==> config.mk <==
export PLATFORM = sky130hd
export DESIGN_NAME = cordic_rr_sched
export DESIGN_NICKNAME = d
export VERILOG_FILES = /design/src/rtl/cordic_rr_sched.sv
export SDC_FILE = /design/constraint.sdc
export NUM_CORES = 1
export LEC_CHECK = 0
export CORE_AREA = 2 2 220 222
export DETAILED_ROUTE_END_ITERATION = 10
export DIE_AREA = 0 0 222 224
export GPL_TIMING_DRIVEN = 0
export SLEW_MARGIN = 20
export SYNTH_ARGS = -nofsm -noshare
export SYNTH_HDL_FRONTEND = slang
export SYNTH_SLANG_ARGS = --single-unit
==> constraint.sdc <==
create_clock -name clk -period 2.8 [get_ports clk]
set_clock_uncertainty 0.05 [all_clocks]
set_input_delay 0.28 -clock clk [delete_from_list [all_inputs] [get_ports clk]]
set_output_delay 0.28 -clock clk [all_outputs]
set_load 0.01 [all_outputs]
==> src/rtl/cordic_rr_sched.sv <==
// cordic_rr_sched: round-robin front end that shares one fixed-latency CORDIC
// pipeline between NREQ requesters. Issues one request per cycle, tracks the
// requester id through a LAT-deep tag line, and routes each result back one-hot.
// A pause/drain handshake lets a host quiesce the pipeline before reconfiguring it.
module cordic_rr_sched #(
  parameter int NREQ = 4,
  parameter int DW   = 20,
  parameter int AW   = 20,
  parameter int LAT  = 19
) (
  input  logic                     clk,
  input  logic                     rst,
  input  logic [NREQ-1:0]          req_valid,
  output logic [NREQ-1:0]          req_ready,
  input  logic [NREQ-1:0]          req_en,
  input  logic [NREQ*DW-1:0]       req_x,
  input  logic [NREQ*DW-1:0]       req_y,
  input  logic [NREQ*AW-1:0]       req_z,
  input  logic [NREQ*(AW+2)-1:0]   req_info,
  output logic                     cd_dv,
  output logic [DW-1:0]            cd_x,
  output logic [DW-1:0]            cd_y,
  output logic [AW-1:0]            cd_z,
  output logic [AW+1:0]            cd_info,
  input  logic                     cr_dv,
  input  logic [DW-1:0]            cr_x,
  input  logic [DW-1:0]            cr_y,
  input  logic [AW-1:0]            cr_z,
  output logic [NREQ-1:0]          rsp_valid,
  output logic [DW-1:0]            rsp_x,
  output logic [DW-1:0]            rsp_y,
  output logic [AW-1:0]            rsp_z,
  input  logic                     pause_req,
  output logic                     pause_ack,
  output logic [$clog2(LAT+3)-1:0] inflight,
  output logic                     err_orphan,
  output logic                     err_lost
);
  localparam int IDW = $clog2(NREQ);
  localparam int IFW = $clog2(LAT+3);
  localparam int BW  = $clog2(LAT+2);

  typedef enum logic [1:0] {RUN, DRAIN, PAUSED} state_t;

  state_t                 state_reg;
  logic [IDW-1:0]         ptr_reg;
  logic [IDW-1:0]         cd_id_reg;
  logic [LAT-1:0][IDW:0]  tag_reg;
  logic [BW-1:0]          blank_reg;

  logic [NREQ-1:0]        eligible;
  logic                   grant_any;
  logic [IDW-1:0]         grant_idx;
  logic [IDW-1:0]         cand;
  logic                   tag_v;
  logic [IDW-1:0]         tag_id;

  logic [DW-1:0]          x_arr    [NREQ];
  logic [DW-1:0]          y_arr    [NREQ];
  logic [AW-1:0]          z_arr    [NREQ];
  logic [AW+1:0]          info_arr [NREQ];

  // Unpack the flat operand buses into per-requester views.
  for (genvar gi = 0; gi < NREQ; gi++) begin : g_unpack
    assign x_arr[gi]    = req_x[gi*DW +: DW];
    assign y_arr[gi]    = req_y[gi*DW +: DW];
    assign z_arr[gi]    = req_z[gi*AW +: AW];
    assign info_arr[gi] = req_info[gi*(AW+2) +: AW+2];
  end

  // (base + off) modulo NREQ, for off in 1..NREQ.
  function automatic logic [IDW-1:0] wrap_idx(input logic [IDW-1:0] base, input int off);
    int s;
    s = int'(base) + off;
    if (s >= NREQ) s = s - NREQ;
    return s[IDW-1:0];
  endfunction

  assign tag_v  = tag_reg[LAT-1][IDW];
  assign tag_id = tag_reg[LAT-1][IDW-1:0];

  // Round-robin pick: scan from the requester after the last winner; grants only in RUN
  // with no pause request pending, so a pause blocks issue in the cycle it is raised.
  always_comb begin
    eligible  = req_valid & req_en;
    grant_any = 1'b0;
    grant_idx = '0;
    cand      = '0;
    req_ready = '0;
    if (!rst && state_reg == RUN && !pause_req) begin
      for (int k = 1; k <= NREQ; k++) begin
        cand = wrap_idx(ptr_reg, k);
        if (!grant_any && eligible[cand]) begin
          grant_any = 1'b1;
          grant_idx = cand;
        end
      end
      if (grant_any) req_ready[grant_idx] = 1'b1;
    end
  end

  // Issue register: capture the winner's operands; data holds when nothing issues.
  always_ff @(posedge clk) begin
    if (rst) begin
      ptr_reg   <= IDW'(NREQ-1);
      cd_dv     <= 1'b0;
      cd_id_reg <= '0;
      cd_x      <= '0;
      cd_y      <= '0;
      cd_z      <= '0;
      cd_info   <= '0;
    end else begin
      cd_dv <= grant_any;
      if (grant_any) begin
        ptr_reg   <= grant_idx;
        cd_id_reg <= grant_idx;
        cd_x      <= x_arr[grant_idx];
        cd_y      <= y_arr[grant_idx];
        cd_z      <= z_arr[grant_idx];
        cd_info   <= info_arr[grant_idx];
      end
    end
  end

  // Tag line: shifts {cd_dv, id} alongside the pipeline so the exit lines up with cr_dv.
  always_ff @(posedge clk) begin
    if (rst) tag_reg <= '0;
    else     tag_reg <= {tag_reg[LAT-2:0], {cd_dv, cd_id_reg}};
  end

  // Retire and error detection; a blanking window after reset hides stale pipeline output.
  always_ff @(posedge clk) begin
    if (rst) begin
      rsp_valid  <= '0;
      rsp_x      <= '0;
      rsp_y      <= '0;
      rsp_z      <= '0;
      err_orphan <= 1'b0;
      err_lost   <= 1'b0;
      blank_reg  <= BW'(LAT+1);
    end else begin
      rsp_valid <= '0;
      if (blank_reg != '0) blank_reg <= blank_reg - BW'(1);
      if (tag_v && cr_dv) begin
        rsp_valid[tag_id] <= 1'b1;
        rsp_x             <= cr_x;
        rsp_y             <= cr_y;
        rsp_z             <= cr_z;
      end
      if (tag_v && !cr_dv) err_lost <= 1'b1;
      if (!tag_v && cr_dv && blank_reg == '0) err_orphan <= 1'b1;
    end
  end

  // Outstanding count: +1 per grant, -1 per tag leaving the line.
  always_ff @(posedge clk) begin
    if (rst) begin
      inflight <= '0;
    end else begin
      case ({grant_any, tag_v})
        2'b10:   inflight <= inflight + IFW'(1);
        2'b01:   inflight <= inflight - IFW'(1);
        default: inflight <= inflight;
      endcase
    end
  end

  // Pause FSM: RUN -> DRAIN on request, DRAIN -> PAUSED once empty, back to RUN on release.
  always_ff @(posedge clk) begin
    if (rst) begin
      state_reg <= RUN;
      pause_ack <= 1'b0;
    end else begin
      case (state_reg)
        RUN: begin
          pause_ack <= 1'b0;
          if (pause_req) state_reg <= DRAIN;
        end
        DRAIN: begin
          if (!pause_req) begin
            state_reg <= RUN;
          end else if (inflight == '0) begin
            state_reg <= PAUSED;
            pause_ack <= 1'b1;
          end
        end
        PAUSED: begin
          if (!pause_req) begin
            state_reg <= RUN;
            pause_ack <= 1'b0;
          end
        end
        default: begin
          state_reg <= RUN;
          pause_ack <= 1'b0;
        end
      endcase
    end
  end

endmodule

==> impl_results.md <==
- Outcome: finished with violations
- Failing checks: setup timing
- Final hold violations: 0
- Setup violators final: 3
- Synth Register Bits: 223
- Core ar.: 47,350 um2
- Setup TNS: -0.3810 ns
- Maximum root-to-sink buffer count: 3
- Final WL: 47,510 um
- Worst-Margin Slew: 0.9138 ns
- Worst setup margin: -0.1501 ns
- Power Dens Cells: 512.4 nW/um2
- Avg Inst Size Synth: 8.883 um2
- RSZ-0062 raised after global routing: true
- CP Data Required Time: 2.47 ns
- Layout cells sized above 1: 7.642%
- DIE WIDTH: 222 um
- Count leader, synth: nand2_1
- Fin. max-slew vios: 0
- Cells after Synth: 1,051
- Register area: 4468 um2
- H-tree Lvls: 1
- Non-filler cells, final: 2,305
- Ports: 559
- GR Overflow Total: 0
- Sink Count: 223
- Placer congestion estimate: 0.8773
- Largest net degree at the start of global routing: 14
- Die Area: 49,730 um2
- CTS Hold Bufs: 0
- CTS tree: built
- Final min period: 2.950 ns
- CP arrival: 2.62 ns
- Filler Cell Count: 4,920
- FFs w/ async S/R, synth: 0%
- Synth Cell Area: 9336 um2
- Dpl cells: 2,224
- Top cells by count, synth: nand2_1 (274), dfxtp_1 (223), mux2i_1 (117)
- Leakage: 0.006429 uW
- Slew margin rel.: 39.08%
- # rows: 80
- Main flop type after synthesis: dfxtp_1
- VDD IR-drop max: 330.5 uV
- Max-cap violations: 0
- GRT Overall Usage: 18.25%
- Via/cell ratio: 4.423
- Area occupied by multi-input gates: 4646 um2
- Max FFs per register: 55
- Top post-synthesis cells by area: dfxtp_1 (48%), mux2i_1 (13%), nand2_1 (11%)
- Total CTS buffers: 26
- Worst Hold Class: primary input to register
- Area Growth Syn to Fin: 82.87%
- Critical Path Sink Type: primary output
- Yosys warning count: 0
- Fmax: 339.0 MHz
- Global-route wire length before repair: 66,910 um
- Post-route antenna net violation count: 0
- Starting density of the core: 19.72%
- Vias in the first global route: 10,430
- Initial antenna violation count: 19
- Yosys top cell by area: dfxtp_1
- I/O Buffers: 558
- Detailed router's first-iteration violation count: 402
- Final Cycle Share: 105.4%
- CP Max Fanout: 3
- EDFF count, synth: 0
- Nets: 2,063
- Detailed Routing Iterations Pass 1: 5
- Top cell type's share of synthesized area: 47.82%
- Yosys cell types: 43
- Die height: 224 um
- Reg clk slew, reported paths: 0.06 ns
- Crit Path Category: register to primary output
- Worst setup SP type: register
- CTS root buf: clkbuf_16
- Hpwl dp: 38,470 um
- DRC viols: 0
- Final hold slack: 0.2321 ns
- Routed vias: 10,190
- Routed length per instance: 20.61 um
- Syn Nets: 1,457
- Sequential area share after synthesis: 47.82%
- Skew-Pair Late Insertion Delay: 0.54 ns
==> layout by cell type (no fill, tap or decap), drive strengths merged, types with 3 or more instances in the layout <==
cell type / netlist / layout
or3: 7 / 7
clkbuf: 54 / 94
xnor2: 4 / 4
ha: 5 / 5
xor2: 3 / 3
a221o: 29 / 29
buf: 27 / 48
nor2: 49 / 49
nor3: 4 / 4
dfxtp: 223 / 223
clkinv: 0 / 7
a31oi: 3 / 3
and3: 17 / 17
mux2i: 117 / 117
diode: 0 / 15
inv: 5 / 5
o21ai: 9 / 9
a21o: 4 / 4
nor2b: 57 / 57
clkdlybuf4s50: 0 / 554
nand2: 274 / 274
o221ai: 54 / 54
a21oi: 84 / 84
==> metal layers <==
metal | global-route usage (%) | vias up | share of wire [%]
met5 | 0 | - | 0.078
li1 | - | 4881 | -
met3 | 7.686 | 86 | 10
met2 | 32.62 | 502 | 49
met4 | 9.852 | 6 | 4.9
met1 | 17.92 | 4719 | 35
==> path summary, 6_finish.rpt <==
check	to	depth (start not counted)	startpoint	slack, ns
min	rsp_z[11]	3	cr_z[11]	0.23
min reg2reg	tag_reg[18]	1	tag_reg[15]	0.38
max reg2reg	inflight[4]	12	state_reg[0]	-0.14
max	req_ready[1]	10	state_reg[0]	-0.15
==> cells by family after synthesis <==
logic type | count (synthesis) | share of synthesized area (%)
and+or+nand+nor | 423 | 19.78
DFF | 223 | 47.82
AOI/OAI and AO/OA | 188 | 14.19
muxes | 118 | 12.66
buffers and inverters | 86 | 4.007
xor gates and xnor gates | 7 | 0.6567
adders and majority gates | 6 | 0.8845
==> power by group <==
part	internal, uW	switching (uW)	leakage (uW)	total [uW]
clock	1850	1390	0.000395	3240
sequential	3350	113	0.00181	3460
combinational	1150	900	0.00422	2050
==> repair_timing <==
action | 4_1_cts | 5_1_grt
gates cloned | 0 | 3
setup endpoints to repair | 94 | 39
buffers inserted | 13 | 5
endpoints found under the hold margin | 0 | 0
pin swaps | 9 | 3
gates resized for setup | 67 | 35
==> area by class of cell <==
class                      instances  area share [%]
antenna                           15          0.2198
buffer                            80           2.873
sequential                       223           26.17
timing repair buffer             579           34.11
clock buffer                      37           4.346
clock inverter                     9          0.4250
inverter                           5          0.1392
multi-input combinational        742           27.21
tap                              615           4.507
==> per-stage QoR <==
step           setup slack, ns  total power [uW]  area (um2)  utilization (%)
6_report               -0.1501              8748       17070            36.06
5_1_grt                -0.2579              9107       17060            36.04
4_1_cts                -0.1648              8824       16810            35.51
3_5_place_dp            -1.607              5469       15710            33.19
3_3_place_gp            -1.663              5460       15710            33.18
2_1_floorplan          0.01532              4236        9355                -
==> critical path, stage by stage, from the launching register on <==
cell and delay [ns]:
dfxtp_2 0.32, or4_4 0.60, a31oi_4 0.21, buf_6 0.15
inv_6 0.04, buf_4 0.13, a31oi_4 0.13, buf_6 0.13
buf_12 0.13, and2_4 0.15, buf_6 0.09
Power figures use the tool's default switching activity.
